==> src/rtl/fetch_stage.sv <==
// fetch_stage: IF stage with IDLE/FETCH/DRAIN sequencing, redirect priority and the IF/ID register.
// Define FETCH_PERF_CNT_EN to add the PerfStallCnt stall-cycle counter port.
module fetch_stage (
   input  logic        Clk,
   input  logic        Reset,
   input  logic        Stall,
   input  logic        Flush,
   input  logic        BranchTaken,
   input  logic [31:0] BranchTarget,
   input  logic        JrTaken,
   input  logic [31:0] JrTarget,
   input  logic        Jump,
   input  logic [31:0] JumpTarget,
   output logic        IMemReq,
   output logic [31:0] IMemAddr,
   input  logic        IMemReady,
   input  logic [31:0] IMemData,
   output logic [31:0] ID_PCAddResult,
   output logic [31:0] ID_Instruction,
   output logic        ID_Valid
`ifdef FETCH_PERF_CNT_EN
   ,
   output logic [31:0] PerfStallCnt
`endif
);

   localparam logic [1:0] IDLE  = 2'd0;
   localparam logic [1:0] FETCH = 2'd1;
   localparam logic [1:0] DRAIN = 2'd2;

   logic [1:0]  state;
   logic [31:0] pc;
   logic [31:0] pend_target;
   logic [31:0] sel_target;
   logic [31:0] pc_plus4;
   logic        redirect;

   // Older stages in the pipe win: MEM branch, then EX jr, then ID jump.
   always_comb begin
      redirect = BranchTaken | JrTaken | Jump;
      if (BranchTaken)
         sel_target = BranchTarget;
      else if (JrTaken)
         sel_target = JrTarget;
      else
         sel_target = JumpTarget;
   end

   assign pc_plus4 = pc + 32'd4;
   assign IMemReq  = (state != IDLE);
   assign IMemAddr = pc;

   always_ff @(posedge Clk or negedge Reset) begin
      if (!Reset) begin
         state          <= IDLE;
         pc             <= '0;
         pend_target    <= '0;
         ID_Instruction <= '0;
         ID_PCAddResult <= '0;
         ID_Valid       <= 1'b0;
      end else begin
         case (state)
            IDLE: state <= FETCH;
            FETCH: begin
               if (redirect) begin
                  ID_Valid <= 1'b0;
                  if (IMemReady) begin
                     pc <= sel_target;
                  end else begin
                     pend_target <= sel_target;
                     state       <= DRAIN;
                  end
               end else if (Flush) begin
                  // Word accepted but killed: still step past it.
                  ID_Valid <= 1'b0;
                  if (IMemReady && !Stall)
                     pc <= pc_plus4;
               end else if (!Stall) begin
                  if (IMemReady) begin
                     ID_Instruction <= IMemData;
                     ID_PCAddResult <= pc_plus4;
                     ID_Valid       <= 1'b1;
                     pc             <= pc_plus4;
                  end else begin
                     ID_Valid <= 1'b0;
                  end
               end
            end
            DRAIN: begin
               // The outstanding request at the old PC must complete before retargeting.
               ID_Valid <= 1'b0;
               if (IMemReady) begin
                  pc    <= redirect ? sel_target : pend_target;
                  state <= FETCH;
               end else if (redirect) begin
                  pend_target <= sel_target;
               end
            end
            default: state <= IDLE;
         endcase
      end
   end

`ifdef FETCH_PERF_CNT_EN
   function automatic logic [31:0] sat_inc(input logic [31:0] v);
      return (v == 32'hFFFF_FFFF) ? v : v + 32'd1;
   endfunction

   always_ff @(posedge Clk or negedge Reset) begin
      if (!Reset)
         PerfStallCnt <= '0;
      else if (state != IDLE && (Stall || !IMemReady || state == DRAIN))
         PerfStallCnt <= sat_inc(PerfStallCnt);
   end
`endif

endmodule
==> config.mk <==
export PLATFORM = sky130hd
export DESIGN_NAME = fetch_stage
export DESIGN_NICKNAME = d
export VERILOG_FILES = /design/src/rtl/fetch_stage.sv
export SDC_FILE = /design/constraint.sdc
export NUM_CORES = 1
export LEC_CHECK = 0
export CAP_MARGIN = 25
export CORE_MARGIN = 2
export CORE_UTILIZATION = 35
export DETAILED_ROUTE_END_ITERATION = 16
export DONT_BUFFER_PORTS = 1
export MAX_ROUTING_LAYER = met4
export PLACE_DENSITY = 0.5
export SLEW_MARGIN = 10
export SYNTH_ARGS = -nofsm -noshare
export SYNTH_HDL_FRONTEND = slang
export SYNTH_SLANG_ARGS = --single-unit
==> constraint.sdc <==
create_clock -name Clk -period 1.9 [get_ports Clk]
set_input_delay 0.38 -clock Clk [delete_from_list [all_inputs] [get_ports Clk]]
set_output_delay 0.38 -clock Clk [all_outputs]
set_load 0.1 [all_outputs]
======== Word level (Yosys, flattened, before mapping) ========
Cells that the tools add are included.
operators by class
  bitwise gates (word level) .............. 5
  reduce and logical (&&, ||, !) cells .... 10
  eq/ne operators ......................... 10
  add/sub/neg operators ................... 1
  mux-type cells .......................... 24
operators with widths
  cell                   count
  $mux 32                13
  $pmux 32 s2            2
  $add 32x3->32 const B  1
  $ne 2x2->1 const B     4
  $ne 4x4->1 const B     2
  $mux 2                 3
  $ne 3x3->1 const B     2
  $pmux 2 s3             1
  $reduce_and 6->1       1
  $reduce_and 5->1       1
  $mux 1                 4
  $reduce_and 4->1       1
  $reduce_bool 2->1      2
  $not 1->1              3
  $reduce_and 3->1       1
  $eq 2x1->1 const B     1
  $eq 2x2->1 const B     1
  $logic_not 2->1        1
  $or 1x1->1             2
  $pmux 1 s2             1
  $reduce_and 2->1       1
  $logic_and 1x1->1      1
  $logic_not 1->1        1
storage, ports and cells
  output and inout bits ................... 98
  logic and storage cells ................. 56
  bits in registers ....................... 131

======== Logic depth before layout (Yosys ltp) ========
Gate-level depths: netlist of run 1.
  word-level depth ........................ 6
  mapped depth ............................ 9
  mapped depth without buffers ............ 7

======== Worst setup path after synthesis of run 1 ========
No wires, ideal clock.
  path kind ............................... register to register
  from .................................... register pc[2] (netlist: IMemAddr[2])
  to ...................................... register pc[20] (netlist: IMemAddr[20])
  setup slack ............................. -687 ps
  arrival ................................. 2,501 ps
  required time ........................... 1,814 ps
  buffers on the path ..................... 1
  library setup time ...................... 86 ps
  stages on the path, launching flop included .. 8
  clock period less this slack ............ 2,587 ps
  cells stage by stage .................... dfrtp_1 ha_1 nand3_1 nor3_2 buf_2 nand4_1 o221a_2 o22ai_1
on the way
  cells in the longest elaborated chain, start to end .. 6
ends and longest elaborated chain
  what                    line  text
  from (decl)             32    logic [31:0] pc;
  from (signal assigned)  68    pc <= sel_target;
  from (signal assigned)  77    pc <= pc_plus4;
  from (signal assigned)  83    pc <= pc_plus4;
  $add 32x3->32 *         49    assign pc_plus4 = pc + 32'd4;
  $mux 32                 79    if (IMemReady) begin
  $mux 32                 78    end else if (!Stall) begin
  $mux 32 *               73    end else if (Flush) begin
  $mux 32 *               65    if (redirect) begin
  $pmux 32 s2 *           62    case (state)
Every way passes the cells marked *; elsewhere a longest branch is shown, timed or not. The select of a mux whose other input is x is not followed.
A chain may end at the register's enable or synchronous reset.

======== Worst setup path after layout of run 1 ========
  from .................................... register state[0]
  to ...................................... register pc[13] (netlist: IMemAddr[13])
on the way
  cells in the longest elaborated chain, start to end .. 3
ends and longest elaborated chain
  what                                          line  text
  from (decl)                                   31    logic [1:0] state;
  from (signal assigned)                        55    state <= IDLE;
  from (signal assigned)                        63    IDLE: state <= FETCH;
  from (signal assigned)                        71    state <= DRAIN;
  $eq 2x1->1 or $eq 2x2->1 (tied branches)      62
  $ne 4x4->1 (no line) (tied with other cells)  --
  $reduce_and 6->1 (no line)                    --
Parallel ways exist; a longest one is shown, timed or not.

==> impl_metrics.tcl, run 1 <==
set metrics [dict create \
    synthTopCellsByArea "dfrtp_1, mux2_2, o21ai_0" \
    netlist.area_leader.share_pct 46.5 \
    p_leak_nw 3.90 \
    fillers 1863 \
    die_x_microns 146 \
    worst_slack_ns 0.0453 \
    routabilityCongestion 0.871 \
    synth-seq-cells 131 \
    max_freq_mhz 539 \
    ir_worst_vdd_v 0.000666 \
    grt_pass1_vias 5343 \
    critPathArrivalTime_ns 2.20 \
    cts_tree "yes" \
    n_antenna_cell 0 \
    die_area_sq_um 21300 \
    synth_mux_area_share_pct 14.4 \
    dpl_worst_slack_ns -0.0340 \
    cts_made_buffers 17 \
    worstPathRequired_ns 2.25 \
    stdcell_count 1055 \
    ys_warn_count 0 \
    synth_adder_area_share_pct 0.710 \
    netlist_area_sq_um 7040 \
    ys.flop_type "dfrtp_1" \
    fin_util_pct 45.0 \
    grt_max_degree 132 \
    core-area_sq_um 19600 \
    syn_area_per_cell_sq_um 9.92 \
    synthToLayoutAreaGrowth_pct 25.2 \
    nets 917 \
    routed_wl_microns 20000 \
    via_per_inst 5.26 \
    reg2reg_slack_ns 0.05 \
    ys_seq_area_share_pct 46.5 \
    chipHeight_microns 146 \
    async_flop_share_pct 100 \
    synth_top_family_by_area "compound AO/OA/AOI/OAI gates" \
    ios 234 \
    grt.overflow.total 0 \
    period_share_pct 97.6 \
    dp_cells 1018 \
    synth_edf_count 0 \
    synth-compound-area-share_pct 16.1 \
    seq_area_sq_um 3370 \
    crit_path_start_kind "flop" \
    hp-class "input pin to async pin" \
    first_pass_iters 7 \
    ant_nets 0 \
    slew_headroom_pct 37.3 \
    root_buffer "clkbuf_16" \
    grt.total_usage_pct 19.0 \
    tightest_slew_ns 0.940 \
    crit_path_end_kind "flop" \
    hold_ws_ns -0.336 \
    synthMostInstantiatedCell "dfrtp_1" \
    cts_sinks 131 \
    min_period_ns 1.85 \
    multi_input_area_sq_um 3540 \
    r2r_end "IMemAddr[13]" \
    yosys.area_share.xor_xnor_pct 3.36 \
    cts.htree.levels 4 \
    clk-insertion-delay-late_ns 0.42 \
    status "finished, violations left" \
    antenna_found_initial 0 \
    synth.distinct_cells 60 \
    worstPathMaxFanout 10 \
    yosys-top-cells-count "dfrtp_1, nand2_1, o21ai_0" \
    drive_gt1_share_pct 30.4 \
    synth_top_area_cell "dfrtp_1" \
    power.density_nw_per_um2 2210 \
    rsz0062_at_grt "true" \
    vias 5548 \
    finalHoldViolations 131 \
    r2r_start "state[0]" \
    fin_tns_setup_ns 0 \
    clockBufferDepth 2 \
    hpwl_microns 15000 \
    routedWlPerCell_microns 19.0 \
    syn_inst 710 \
    reg2reg_depth 8 \
    synthSimpleGateAreaFrac_pct 14.1 \
    clk_pin_slew_ns 0.06 \
    violations "negative hold slack" \
    final-max-slew-violation-count 0 \
    syn_nets 850 \
    drtIter0Drc 416 \
    drc 0 \
    portBuffers 0 \
    grt_pass1_wl_microns 31000 \
    row_count 51 \
    path_class "flop to flop" \
    drv_cap 0 \
    setup_viol 0 \
    start_util_pct 36.0 \
    clock_skew_ns 0.00923 \
]
per-layer routing:
metal	GRT usage [%]	vias up	share of wire, %	wire (microns)
li1	-	2659	-	-
met1	26.9	2616	47	9380
met2	27.6	253	44	8820
met3	4.17	20	7.8	1550
met4	5.00	0	1.3	255
met5	-	-	0	0
state kept, by name, summed over array words and instances, names as in the netlist:
name and flops:
ID_Instruction 32, ID_PCAddResult 32, ID_Valid 1, IMemAddr 32, pend_target 32, state 2
worst max-delay path, cell delays in order (launching register included):
cell,delay [ns]
dfrtp_2,0.42
inv_2,0.07
ha_4,0.18
or4_4,0.48
buf_12,0.17
nor2_2,0.07
nand3_1,0.13
nand3_2,0.13
a22o_1,0.14
power breakdown:
group | total, W | internal (W) | switching, W
Sequential | 0.00663 | 0.00401 | 0.00262
Combinational | 0.00935 | 0.00292 | 0.00643
Clock | 0.00349 | 0.00230 | 0.00120
Total | 0.0195 | 0.00923 | 0.0102
area by class of cell:
class,instances,area share [%]
clock inverters,9,1.72
repair buffers,100,10.1
multi-input cells,510,40.2
well taps,265,3.76
clock buffers,23,5.42
flip-flops and latches,131,38.2
inverters,17,0.723
what timing repair did:
action,4_1_cts,5_1_grt
pin swaps,2,5
gates resized for setup,3,18
endpoints found under the setup margin,3,26
buffers inserted,2,1
hold endpoints to repair,131,131
cloned,0,2
metrics by stage:
| stage | power, W | instance area [sq um] | hold slack, ns |
|---|---|---|---|
| 6_report | 0.0195 | 8820 | -0.336 |
| 3_3_place_gp | 0.0154 | 8020 | 0.0892 |
| 5_1_grt | 0.0203 | 8820 | -0.355 |
| 3_5_place_dp | 0.0156 | 8020 | 0.0890 |
| 2_1_floorplan | 0.0134 | 7190 | 0.0844 |
| 4_1_cts | 0.0191 | 8670 | -0.354 |
cells by family (layout without fill, tap and decap cells):
family,Yosys count,count (layout)
fa+ha+maj,4,4
mux,94,94
simple gates,199,199
flops,131,131
xor+xnor,27,27
compound gates,186,186
buf+inv,69,149
worst max-delay path by stage:
stage / end / cells past startpoint / slack, ns / startpoint
floorplan: ID_PCAddResult[31] / 6 / -0.06 / IMemAddr[15]
global placement: IMemAddr[13] / 8 / 0.001 / state[0]
detailed placement: IMemAddr[23] / 8 / -0.03 / state[0]
CTS: IMemAddr[13] / 8 / -0.004 / state[0]
global route: IMemAddr[23] / 7 / -0.03 / state[1]
finish: IMemAddr[13] / 8 / 0.05 / state[0]
cells in the final DEF, fill, tap and decap left out, types with 5 or more instances in the layout:
cell	instances
mux2i_1	36
xor2_1	12
nand2_1	92
dfrtp_4	22
dfrtp_1	104
and3_1	12
nor2_1	27
o31a_1	5
nand4_1	8
xnor2_1	15
dfrtp_2	5
a21oi_1	39
mux2_2	53
nand3_1	22
clkbuf_16	19
inv_1	15
buf_4	87
o22ai_1	11
mux2_1	5
nor3_1	5
buf_12	7
o21ai_0	81
No activity file was read; power rests on OpenSTA's default activity.
==> run 2, diff against run 1 <==
Settings changed: GPL_TIMING_DRIVEN set to 0, HOLD_SLACK_MARGIN set to 0.05.
==> impl_metrics.tcl, run 2 (same netlist as run 1, synthesis figures left out) <==
set metrics [dict create \
    cts.htree.levels 4 \
    hold_ws_ns -0.348 \
    ant_nets 0 \
    hpwl_microns 17000 \
    intPower_w 0.00841 \
    first_pass_iters 4 \
    final_common_cell "dfrtp_1" \
    drc 0 \
    setup_viol 39 \
    grt_pass1_vias 5756 \
    cts_tree "yes" \
    violations "negative hold slack, negative setup slack" \
    die_x_microns 146 \
    ir_worst_vdd_v 0.000686 \
    crit_path_end_kind "flop" \
    worst_slack_ns -0.217 \
    root_buffer "clkbuf_16" \
    status "finished, violations left" \
    chipHeight_microns 146 \
    grt_max_degree 132 \
    slowest_stage "dfrtp_4" \
    n_antenna_cell 0 \
    stdcell_area_sq_um 9190 \
    vias 5743 \
    core-area_sq_um 19600 \
    grtUsageMet1_pct 27.0 \
    start_util_pct 36.0 \
    die_area_sq_um 21300 \
    grt_pass1_wl_microns 34800 \
    crit_family "simple AND/OR/NAND/NOR gates" \
    switchingPower_w 0.0108 \
    tightest_slew_ns 1.00 \
    cp_num_buf_inv 1 \
    portBuffers 0 \
    slowest_delay_ns 0.67 \
    period_share_pct 111 \
    clock_power_share_pct 15.3 \
    combPwrFrac_pct 31.2 \
    cts_sinks 131 \
    synthToLayoutAreaGrowth_pct 30.4 \
    rsz0062_at_grt "true" \
    drive_gt1_share_pct 36.9 \
    cts_made_buffers 17 \
    ios 234 \
    p_seq_share_pct 53.5 \
    via_per_inst 5.42 \
    grt.overflow.total 0 \
    grt.total_usage_pct 21.8 \
    worstPathRequired_ns 2.24 \
    fin_util_pct 46.9 \
    crit_path_start_kind "flop" \
    hp-class "input pin to async pin" \
    routed_wl_microns 22900 \
    worstPathMaxFanout 7 \
    clk_pin_slew_ns 0.06 \
    slew_headroom_pct 33.3 \
    clockBufferDepth 2 \
    final_cell_mix "dfrtp_1, nand2_1, o21ai_0" \
    p_leak_nw 3.91 \
    dpl_cell_area_sq_um 7560 \
    power.density_nw_per_um2 2090 \
    swShare_pct 56.3 \
    drv_cap 0 \
    clk-insertion-delay-late_ns 0.43 \
    routedWlPerCell_microns 21.6 \
    grtUsageMet2_pct 35.6 \
    max_freq_mhz 472 \
    antenna_found_initial 0 \
    critPathArrivalTime_ns 2.45 \
    finalHoldViolations 131 \
    grt.busiest_layer "met2" \
    min_period_ns 2.12 \
    row_count 51 \
    path_class "flop to flop" \
    use_met3_pct 4.95 \
    drtIter0Drc 342 \
    final-max-slew-violation-count 0 \
    ctsHoldBuffers 1 \
    clock_skew_ns 0.00814 \
    routabilityCongestion 0.831 \
    nets 922 \
    crit_chain "nand4_4, nor3_4, buf_6, nand4_1, o221a_2, o22ai_1" \
]
run 2: changes by cell type in the layout (fill, tap and decap cells not counted), moves of 7 or more:
cell      before  now
buf_4         87   40
o21ai_0       81   55
buf_6          4   29
o21ai_1        2   24
xnor2_1       15    5
clkbuf_1       3   12
xnor2_2        0    9
buf_2          0    7
run 2: cell type report:
cell class                 count  area (sq um)
sequential                   131          3380
timing repair buffer          55           564
multi-input combinational    510          3930
fill                        1866         10400
clock inverter                15           108
inverter                      17          67.6
tap                          265           332
clock buffer                  17           425
buffer                        50           383
run 2: power groups by stage:
stage               logic, W  clock network [W]  registers [W]
finish               0.00600            0.00295         0.0103
global route         0.00645            0.00314         0.0105
CTS                  0.00529            0.00301         0.0103
detailed placement   0.00461                  0         0.0103
global placement     0.00432                  0         0.0103
floorplan            0.00345                  0        0.00990
run 2: path summary, 6_finish.rpt:
| path | from | endpoint | slack [ns] | cells past startpoint |
|---|---|---|---|---|
| worst max-delay path | IMemAddr[9] | IMemAddr[20] | -0.22 | 6 |
| worst min-delay path | Reset | ID_Instruction[8] | -0.35 | 0 |
| worst max register to register | IMemAddr[9] | IMemAddr[20] | -0.22 | 6 |
| worst min register to register | pend_target[11] | pend_target[11] | 0.48 | 2 |
| max in group asynchronous | Reset | IMemAddr[8] | 2.01 | 0 |
| min in group Clk | IMemData[28] | ID_Instruction[28] | 0.08 | 1 |
run 2: repair_timing:
item | CTS | global route
resized for setup | 98 | 84
pin swaps | 29 | 33
hold endpoints to repair | 132 | 131
setup endpoints to repair | 126 | 83
buffers inserted | 36 | 12
gates cloned | 2 | 1
run 2: metrics by stage:
stage	total power (W)	setup TNS (ns)	hold slack (ns)	instances	setup WS, ns
2_1_floorplan	0.0134	-0.143	0.0844	710	-0.0603
3_3_place_gp	0.0146	-39.87	0.0908	975	-0.520
3_5_place_dp	0.0149	-43.85	0.0904	977	-0.564
4_1_cts	0.0186	-3.70	-0.360	1048	-0.220
5_1_grt	0.0200	-6.00	-0.368	1060	-0.304
6_report	0.0192	-3.17	-0.348	1060	-0.217
run 2: layer usage:
layer  vias to the layer above  share of wire, %
met5                         -                 0
met4                         0               1.8
met3                        28               7.6
met2                       252                48
met1                      2782                42
li1                       2681                 -
==> run 3, diff against run 2 <==
Settings changed: CORE_MARGIN 2 to 5.
==> impl_metrics.tcl, run 3 (same netlist as run 1, synthesis figures left out) <==
set metrics [dict create \
    crit_path_start_kind "flop" \
    power.density_nw_per_um2 2120 \
    clockBufferDepth 2 \
    grt.total_usage_pct 20.2 \
    period_share_pct 113 \
    rsz0062_at_grt "true" \
    worst_slack_ns -0.242 \
    drive_gt1_share_pct 34.6 \
    ios 234 \
    crit_path_end_kind "flop" \
    grt_pass1_wl_microns 35800 \
    worstPathMaxFanout 7 \
    start_util_pct 35.8 \
    die_area_sq_um 23100 \
    min_period_ns 2.14 \
    ir_worst_vdd_v 0.000618 \
    antenna_found_initial 0 \
    path_class "flop to flop" \
    dpl_worst_slack_ns -0.569 \
    hpwl_microns 17600 \
    stdcell_area_sq_um 9150 \
    routedWlPerCell_microns 22.0 \
    cts.htree.levels 4 \
    hp-class "input pin to async pin" \
    drtIter0Drc 288 \
    first_pass_iters 5 \
    n_antenna_cell 0 \
    clk_pin_slew_ns 0.06 \
    critPathArrivalTime_ns 2.49 \
    cts_sinks 131 \
    dp_cells 977 \
    core-area_sq_um 19700 \
    tightest_slew_ns 1.02 \
    slew_headroom_pct 31.7 \
    die_x_microns 152 \
    cts_tree "yes" \
    final_cell_mix "dfrtp_1, nand2_1, o21ai_0" \
    synthToLayoutAreaGrowth_pct 29.9 \
    nets 915 \
    drc 0 \
    cts_made_buffers 17 \
    root_buffer "clkbuf_16" \
    worstPathRequired_ns 2.24 \
    ant_nets 0 \
    p_leak_nw 3.91 \
    via_per_inst 5.39 \
    vias 5675 \
    setup_viol 31 \
    power.total_w 0.0194 \
    clk-insertion-delay-late_ns 0.43 \
    violations "negative hold slack, negative setup slack" \
    final-max-slew-violation-count 0 \
    portBuffers 0 \
    hold_ws_ns -0.348 \
    stdcell_count 1053 \
    routed_wl_microns 23100 \
    crit_start "IMemAddr[2]" \
    finalHoldViolations 131 \
    grt_pass1_vias 5864 \
    dpl_cell_area_sq_um 7560 \
    row_count 51 \
    fin_tns_setup_ns -3.26 \
    drv_cap 0 \
    chipHeight_microns 152 \
    grt.overflow.total 0 \
    r2r_start "IMemAddr[2]" \
    routabilityCongestion 0.851 \
    ctsHoldBuffers 1 \
    max_freq_mhz 467 \
    status "finished, violations left" \
    clock_skew_ns 0.00929 \
    grt_max_degree 132 \
    final_common_cell "dfrtp_1" \
]
run 3: changes by cell type in the layout (fill, tap and decap cells not counted), moves of 5 or more:
cell,before,now
buf_4,40,35
nand2_2,6,1
buf_6,29,20
clkinv_2,5,0
buf_2,7,15
run 3: layout make-up:
cell class	count	area [sq um]
tap	265	332
fill	1903	10500
inverter	17	71.3
multi-input combinational	510	3900
timing repair buffer	47	473
buffer	51	354
clock inverter	15	219
sequential	131	3380
clock buffer	17	425
run 3: timing repair:
item | 4_1_cts | 5_1_grt
pin swaps | 27 | 26
gates cloned | 1 | 1
resized for setup | 104 | 43
setup buffers | 32 | 11
hold endpoints to repair | 132 | 131
setup endpoints to repair | 128 | 73
run 3: path summary, 6_finish.rpt:
check                      cells past startpoint                  to  slack, ns
setup / recovery                               7        IMemAddr[20]      -0.24
hold / removal                                 0  ID_Instruction[15]      -0.35
setup reg to reg                               7        IMemAddr[20]      -0.24
hold reg to reg                                2      pend_target[2]       0.49
max in group asynchronous                      0        IMemAddr[24]       2.05
min in group Clk                               1  ID_Instruction[27]       0.09
run 3: power by group:
part | switching [W] | internal [W]
Clock | 0.00135 | 0.00224
Sequential | 0.00639 | 0.00398
Combinational | 0.00300 | 0.00243
Total | 0.0107 | 0.00865
run 3: metal layers:
layer / global-route usage [%] / vias to the layer above / wire length (microns)
met3: 5.68 / 20 / 1760
met2: 31.9 / 266 / 10900
met5: - / - / 0
met1: 25.9 / 2726 / 10200
li1: - / 2663 / -
met4: 5.01 / 0 / 272
run 3: per-stage QoR:
| stage | util (%) | hold WS [ns] |
|---|---|---|
| after floorplan | - | 0.0844 |
| after global placement | 38.3 | 0.0896 |
| after detailed placement | 38.5 | 0.0895 |
| after CTS | 45.1 | -0.364 |
| after global routing | 46.5 | -0.370 |
| final | 46.5 | -0.348 |
run 3: worst max-delay path, stage by stage (launching register included):
cell and delay (ns):
dfrtp_4 0.67, ha_4 0.21, nand3_4 0.10, nor3_4 0.20
buf_6 0.17, nand4_1 0.23, o221a_2 0.34, o22ai_2 0.13
